**config.mk**
```make
export PLATFORM = sky130hd
export DESIGN_NAME = alu_sequencer
export DESIGN_NICKNAME = d
export VERILOG_FILES = /design/src/rtl/alu_seq_pkg.sv /design/src/rtl/alu_sequencer.sv
export SDC_FILE = /design/constraint.sdc
export NUM_CORES = 1
export LEC_CHECK = 0
export CAP_MARGIN = 0
export CORE_MARGIN = 3
export CORE_UTILIZATION = 29
export CTS_BUF_LIST = sky130_fd_sc_hd__clkbuf_8
export DETAILED_ROUTE_END_ITERATION = 12
export GPL_TIMING_DRIVEN = 0
export HOLD_SLACK_MARGIN = 0.12
export PLACE_DENSITY = 0.56
export SYNTH_ARGS = -nofsm -noshare
export SYNTH_HDL_FRONTEND = slang
export SYNTH_SLANG_ARGS = --single-unit
```
**constraint.sdc**
```tcl
create_clock -name clk -period 1.59 [get_ports clk]
set_clock_uncertainty 0.05 [all_clocks]
set_input_delay 0.318 -clock clk [delete_from_list [all_inputs] [get_ports clk]]
set_output_delay 0.318 -clock clk [all_outputs]
set_load 0.01 [all_outputs]
```
**src/rtl/alu_seq_pkg.sv**
```systemverilog
// Shared definitions for the multi-byte ALU sequencer.
//   state_t     : sequencer FSM states (IDLE, EXEC, DONE)
//   OP_*        : 3-bit ALU operation codes
//   promote_op  : maps the first-byte op to its carry-chaining form
//   is_arith    : true for add/adc/sub/sbc (op[2] == 0)
package alu_seq_pkg;

  localparam logic [1:0] S_IDLE = 2'd0;
  localparam logic [1:0] S_EXEC = 2'd1;
  localparam logic [1:0] S_DONE = 2'd2;

  typedef enum logic [1:0] {
    IDLE = S_IDLE,
    EXEC = S_EXEC,
    DONE = S_DONE
  } state_t;

  localparam logic [2:0] OP_ADD  = 3'b000;
  localparam logic [2:0] OP_ADC  = 3'b001;
  localparam logic [2:0] OP_SUB  = 3'b010;
  localparam logic [2:0] OP_SBC  = 3'b011;
  localparam logic [2:0] OP_AND  = 3'b100;
  localparam logic [2:0] OP_OR   = 3'b101;
  localparam logic [2:0] OP_XOR  = 3'b110;
  localparam logic [2:0] OP_ANDN = 3'b111;

  // Upper bytes of add/sub must consume the carry/borrow of the byte below.
  function automatic logic [2:0] promote_op(input logic [2:0] op);
    case (op)
      OP_ADD:  return OP_ADC;
      OP_SUB:  return OP_SBC;
      default: return op;
    endcase
  endfunction

  function automatic logic is_arith(input logic [2:0] op);
    return ~op[2];
  endfunction

endpackage

```
**src/rtl/alu_sequencer.sv**
```systemverilog
// Multi-byte operation sequencer in front of an external 8-bit ALU.
// Accepts BYTES-wide requests (reqValid/reqReady), runs them LSB first one
// byte per cycle through the alu* ports with carry/borrow chaining, returns
// the full-width result (rspValid/rspReady) and keeps the C/Z flags.
// Ports:
//   clk, rst_n                      clock, async active-low reset
//   reqValid/reqReady/reqOp/reqA/B  request handshake, op code, operands
//   aluA/aluB/aluCarryIn/aluOp      drive to the ALU
//   aluResult/aluCarryOut/aluZero   combinational ALU response
//   rspValid/rspReady/rspResult     response handshake and full result
//   rspCarry/rspZero                final carry/borrow, full-word zero
//   flagC/flagZ, clrFlags           architectural flags, synchronous clear
module alu_sequencer
  import alu_seq_pkg::*;
#(
  parameter int unsigned BYTES = 2
) (
  input  logic               clk,
  input  logic               rst_n,
  input  logic               reqValid,
  output logic               reqReady,
  input  logic [2:0]         reqOp,
  input  logic [8*BYTES-1:0] reqA,
  input  logic [8*BYTES-1:0] reqB,
  output logic [7:0]         aluA,
  output logic [7:0]         aluB,
  output logic               aluCarryIn,
  output logic [2:0]         aluOp,
  input  logic [7:0]         aluResult,
  input  logic               aluCarryOut,
  input  logic               aluZero,
  output logic               rspValid,
  input  logic               rspReady,
  output logic [8*BYTES-1:0] rspResult,
  output logic               rspCarry,
  output logic               rspZero,
  output logic               flagC,
  output logic               flagZ,
  input  logic               clrFlags
);

  localparam int unsigned W  = 8 * BYTES;
  localparam int unsigned IW = (BYTES > 1) ? $clog2(BYTES) : 1;

  state_t          state;
  logic [IW-1:0]   idx;
  logic [IW+2:0]   bit_lo;
  logic [2:0]      op_q;
  logic [W-1:0]    a_q;
  logic [W-1:0]    b_q;
  logic [W-1:0]    result_q;
  logic            carry_q;
  logic            zacc_q;
  logic            last_byte;
  logic            finish;

  assign bit_lo    = {idx, 3'b000};
  assign last_byte = (idx == IW'(BYTES - 1));
  assign finish    = (state == EXEC) && last_byte;

  assign reqReady  = (state == IDLE);
  assign rspValid  = (state == DONE);
  assign rspResult = result_q;
  assign rspCarry  = carry_q;
  assign rspZero   = zacc_q;

  always_comb begin
    aluA       = '0;
    aluB       = '0;
    aluOp      = OP_ADD;
    aluCarryIn = 1'b0;
    if (state == EXEC) begin
      aluA       = a_q[bit_lo +: 8];
      aluB       = b_q[bit_lo +: 8];
      aluOp      = (idx == '0) ? op_q : promote_op(op_q);
      aluCarryIn = (idx == '0) ? flagC : carry_q;
    end
  end

  // carry_q is preloaded with flagC so logical ops report the acceptance-time
  // carry; only arithmetic bytes overwrite it.
  always_ff @(posedge clk or negedge rst_n) begin
    if (!rst_n) begin
      state    <= IDLE;
      idx      <= '0;
      op_q     <= OP_ADD;
      a_q      <= '0;
      b_q      <= '0;
      result_q <= '0;
      carry_q  <= 1'b0;
      zacc_q   <= 1'b0;
    end else begin
      case (state)
        IDLE: begin
          if (reqValid) begin
            op_q     <= reqOp;
            a_q      <= reqA;
            b_q      <= reqB;
            idx      <= '0;
            result_q <= '0;
            zacc_q   <= 1'b1;
            carry_q  <= flagC;
            state    <= EXEC;
          end
        end
        EXEC: begin
          result_q[bit_lo +: 8] <= aluResult;
          zacc_q                <= zacc_q & aluZero;
          if (is_arith(op_q)) carry_q <= aluCarryOut;
          if (last_byte) state <= DONE;
          else           idx   <= idx + 1'b1;
        end
        DONE: begin
          if (rspReady) state <= IDLE;
        end
        default: state <= IDLE;
      endcase
    end
  end

  // The completion update has priority over clrFlags; for logical ops flagC
  // is not part of the update, so a coincident clear still applies to it.
  always_ff @(posedge clk or negedge rst_n) begin
    if (!rst_n) begin
      flagC <= 1'b0;
      flagZ <= 1'b0;
    end else if (finish) begin
      flagZ <= zacc_q & aluZero;
      if (is_arith(op_q)) flagC <= aluCarryOut;
      else if (clrFlags)  flagC <= 1'b0;
    end else if (clrFlags) begin
      flagC <= 1'b0;
      flagZ <= 1'b0;
    end
  end

endmodule

```
==> report_table.html <==
<table>
<tr><th>Metric</th><th>Value</th></tr>
<tr><th colspan="2">Die</th></tr>
<tr><td>Initial Util</td><td>30.7%</td></tr>
<tr><td>Die Area</td><td>0.0112 mm^2</td></tr>
<tr><td>Total core area</td><td>0.00946 mm^2</td></tr>
<tr><td>Die Span Y</td><td>106 um</td></tr>
<tr><td>I/O Pins</td><td>92</td></tr>
<tr><td>Die Width</td><td>106 um</td></tr>
<tr><td>Core Rows</td><td>35</td></tr>
<tr><th colspan="2">Worst setup path</th></tr>
<tr><td>Cell at the slowest stage of the critical path</td><td>dfrtp_1</td></tr>
<tr><td>Kind of end point of the critical path</td><td>primary output</td></tr>
<tr><td>Data required time of the critical path</td><td>1.22 ns</td></tr>
<tr><td>Cell mode on critical path</td><td>buf_12</td></tr>
<tr><td>Cell family with the largest share of critical-path delay</td><td>buffers and inverters</td></tr>
<tr><td>CP Data Arrival Time</td><td>1.50 ns</td></tr>
<tr><td>Crit Reg-Reg Startpoint</td><td>state[1]</td></tr>
<tr><td>Biggest fanout along the worst timing path</td><td>7</td></tr>
<tr><td>Crit path largest cell delay</td><td>0.39 ns</td></tr>
<tr><td>Type of origin of the critical path</td><td>register</td></tr>
<tr><td>Worst-path cell chain</td><td>buf_6 -&gt; buf_12 -&gt; buf_12 -&gt; mux2i_1 -&gt; nor2_1 -&gt; buf_2</td></tr>
<tr><td>Startpoint of the most critical setup path</td><td>idx</td></tr>
<tr><td>Worst setup slack for register-to-register paths</td><td>-0.06 ns</td></tr>
<tr><td>Worst path bufs/invs</td><td>4</td></tr>
<tr><td>Category of the critical setup timing path</td><td>register to primary output</td></tr>
<tr><th colspan="2">STA</th></tr>
<tr><td>Worst slew pin tran</td><td>0.657 ns</td></tr>
<tr><td>Min cycle time layout</td><td>1.87 ns</td></tr>
<tr><td>Final period util</td><td>118%</td></tr>
<tr><td>Number of failing hold endpoints at the final stage</td><td>0</td></tr>
<tr><td>Setup repair after global routing missed its margin</td><td>yes</td></tr>
<tr><td>Slew headroom</td><td>56.2%</td></tr>
<tr><td># setup viols final</td><td>47</td></tr>
<tr><td>Number of max-slew violations in the final report</td><td>0</td></tr>
<tr><td>Final TNS setup</td><td>-5.58 ns</td></tr>
<tr><td>Crit path setup slack, layout</td><td>-0.279 ns</td></tr>
<tr><td>Max Freq</td><td>535 MHz</td></tr>
<tr><th colspan="2">Cells and area</th></tr>
<tr><td># nets final</td><td>393</td></tr>
<tr><td>Fraction of final layout cells with drive strength greater than 1</td><td>37.6%</td></tr>
<tr><td>Fill cell count</td><td>893</td></tr>
<tr><td>Diode count</td><td>0</td></tr>
<tr><td>Fin util</td><td>47.3%</td></tr>
<tr><td>Area Growth Syn to Fin</td><td>54.3%</td></tr>
<tr><th colspan="2">Pwr</th></tr>
<tr><td>Combinational group share of total power</td><td>54.7%</td></tr>
<tr><td>Maximum vdd drop</td><td>0.678 mV</td></tr>
<tr><td>Internal power</td><td>5480 uW</td></tr>
<tr><td>Net Sw Power</td><td>2840 uW</td></tr>
<tr><td>Switching power share of the total</td><td>34.1%</td></tr>
<tr><td>Leak pwr</td><td>0.00215 uW</td></tr>
<tr><td>Post-layout total power</td><td>8320 uW</td></tr>
<tr><td>Register share of total power</td><td>30.9%</td></tr>
<tr><td>Clock network fraction of design power</td><td>14.4%</td></tr>
<tr><td>Ratio of total power to cell area</td><td>1860 mW/mm^2</td></tr>
<tr><th colspan="2">Clocking</th></tr>
<tr><td>Clock Tree Buf Depth</td><td>2</td></tr>
<tr><td>Skew-Pair Late Insertion Delay</td><td>0.33 ns</td></tr>
<tr><td>Clock root buffer</td><td>clkbuf_8</td></tr>
<tr><td>Clock-pin slew on the worst setup and hold paths</td><td>0.07 ns</td></tr>
<tr><td>Level count of the clock H-tree</td><td>3</td></tr>
<tr><td>Total number of clock tree sinks</td><td>58</td></tr>
<tr><td>Clock tree from TritonCTS</td><td>built</td></tr>
<tr><td>Num CTS Buffers</td><td>9</td></tr>
<tr><th colspan="2">Route</th></tr>
<tr><td>Detailed-router iteration count before antenna repair</td><td>4</td></tr>
<tr><td>Via Count</td><td>2151</td></tr>
<tr><td>DR vias/cell</td><td>4.51</td></tr>
<tr><td>Wire length per cell after detailed routing</td><td>16.5 um</td></tr>
<tr><td>Count of nets left with antenna violations after detail routing</td><td>0</td></tr>
<tr><td>Starting DRC count in detailed routing</td><td>33</td></tr>
<tr><td>Detailed-route wire length</td><td>7880 um</td></tr>
<tr><td>DR DRC count</td><td>0</td></tr>
<tr><th colspan="2">Yosys</th></tr>
<tr><td>Post-Synthesis Cell Area</td><td>0.00290 mm^2</td></tr>
<tr><td>Share of the synthesized area in the top cell type</td><td>50.0%</td></tr>
<tr><td>Cell with the most instances after synthesis</td><td>dfrtp_1</td></tr>
<tr><td>EDFF count, synth</td><td>0</td></tr>
<tr><td>Mean post-synth cell area</td><td>13.3 um^2</td></tr>
<tr><td>Async set-or-reset flop fraction in the synthesized netlist</td><td>100%</td></tr>
<tr><td>Cell taking the most area after synthesis</td><td>dfrtp_1</td></tr>
<tr><td>Number of warnings issued by yosys</td><td>0</td></tr>
<tr><td>Synth Flop Type</td><td>dfrtp_1</td></tr>
<tr><td>Dominant cells by area after synthesis</td><td>dfrtp_1 (50%), mux2_4 (16%), mux2i_1 (6.2%)</td></tr>
<tr><td>Post-synthesis instance total</td><td>218</td></tr>
<tr><td>Most numerous cell types in the synthesized netlist</td><td>dfrtp_1 (58), mux2_4 (30), nor2_1 (20), mux2i_1 (18), inv_1 (14)</td></tr>
<tr><td>Number of distinct library cells after synthesis</td><td>28</td></tr>
<tr><td>Register bit total from synthesis</td><td>58</td></tr>
<tr><td>Post-synthesis net count</td><td>268</td></tr>
<tr><td>Part of the Yosys area used for sequential elements</td><td>50.0%</td></tr>
<tr><th colspan="2">Min path</th></tr>
<tr><td>Kind of path behind the tightest hold check</td><td>register to register</td></tr>
<tr><td>Hold Path Origin</td><td>rspResult[5]</td></tr>
<tr><th colspan="2">Global route</th></tr>
<tr><td>Largest net degree at the start of global routing</td><td>33</td></tr>
<tr><td>Leftover overflow at the end of global routing</td><td>0</td></tr>
<tr><td>Number of global-route vias before repair</td><td>2237</td></tr>
<tr><td>Initial antenna violation count</td><td>0</td></tr>
<tr><td>Global router's overall resource usage</td><td>13.3%</td></tr>
<tr><td>Global-route wire length before repair</td><td>11800 um</td></tr>
<tr><th colspan="2">Outcome</th></tr>
<tr><td>Failing checks</td><td>setup timing</td></tr>
<tr><td>Run status</td><td>complete, but fails checks</td></tr>
<tr><th colspan="2">Place</th></tr>
<tr><td>Count of port buffers added during placement</td><td>91</td></tr>
<tr><td>Routability-driven placement congestion ratio</td><td>0.770</td></tr>
<tr><td>Hpwl dp</td><td>5260 um</td></tr>
<tr><th colspan="2">Run</th></tr>
<tr><td>Number of maximum-capacitance constraint violations</td><td>0</td></tr>
</table>
## kinds of logic (layout without fill, tap and decap cells)
group | count (synthesis) | in the layout | share of synthesized area [%]
flops | 58 | 58 | 50.0
mux | 54 | 54 | 24.1
simple gates | 52 | 52 | 12.6
buf+inv | 33 | 163 | 7.72
compound gates | 21 | 21 | 5.61
## per-layer routing
layer	part of all wire (%)	GRT usage [%]	vias to the layer above
li1	-	-	1022
met5	0	0	-
met3	8.6	6.19	7
met2	44	20.2	83
met4	0.74	3.05	0
met1	47	17.4	1039
## path summary, 6_finish.rpt
path	endpoint	cells past startpoint
setup / recovery	aluB[1]	6
hold / removal	rspResult[5]	1
setup reg to reg	a_q[15]	5
hold reg to reg	rspResult[5]	1
max in group asynchronous	state[1]	3
min in group asynchronous	rspResult[9]	2
## through the flow
step                instances  setup WS, ns  instance area [um^2]  hold WS (ns)
floorplan                 218        0.0845                  2900       -0.0276
global placement          438         -1.88                  3970         0.441
detailed placement        439        -0.568                  3990         0.345
CTS                       463        -0.296                  4200         0.455
global route              477        -0.366                  4480         0.465
finish                    477        -0.279                  4480         0.447
## power groups by stage
stage	logic, uW	clock network (uW)	registers, uW
global placement	3870	0	2590
finish	4550	1200	2570
detailed placement	3930	0	2590
floorplan	2420	0	2570
CTS	3980	1250	2570
global route	4870	1320	2670
## sequential cells by signal (all words and copies together), names as in the netlist
register	count
rspZero	1
flagZ	1
rspCarry	1
op_q	3
flagC	1
idx	1
rspResult	16
a_q	16
state	2
b_q	16
## worst register-to-register path, cell delays in order (launching register included)
cell	delay (ns)
dfrtp_2	0.43
buf_4	0.17
nor3b_4	0.23
buf_6	0.19
clkbuf_16	0.17
mux2_4	0.30
## final cells by class
type	instances	area, um^2	area share, %
multi-input combinational	127	1290	28.7
sequential	58	1450	32.4
clock buffer	10	138	3.07
buffer	16	228	5.09
inverter	14	52.6	1.17
tap	129	161	3.61
timing repair buffer	117	1120	25.1
clock inverter	6	33.8	0.755
## timing repair
action / CTS / global route
gates resized for setup: 137 / 26
pin swaps: 1 / 7
cloned: 0 / 6
hold buffers: 1 / 0
setup buffers: 8 / 10
endpoints found under the hold margin: 26 / 0
endpoints found under the setup margin: 42 / 52
## cells in the final DEF (no fill, tap or decap), types with 3 or more instances in the layout
master and n:
buf_6 16, inv_1 15, buf_2 20, nand4b_1 8, mux2i_1 17, mux2_2 3, clkbuf_16 5, clkinv_2 3
buf_4 13, and4bb_2 7, clkdlybuf4s50_1 48, buf_12 7, nor2_1 18, dlygate4sd2_1 20, clkbuf_8 11, dfrtp_1 57
a31o_1 8, mux2_4 33, o31ai_1 7
Power figures use the tool's default switching activity.
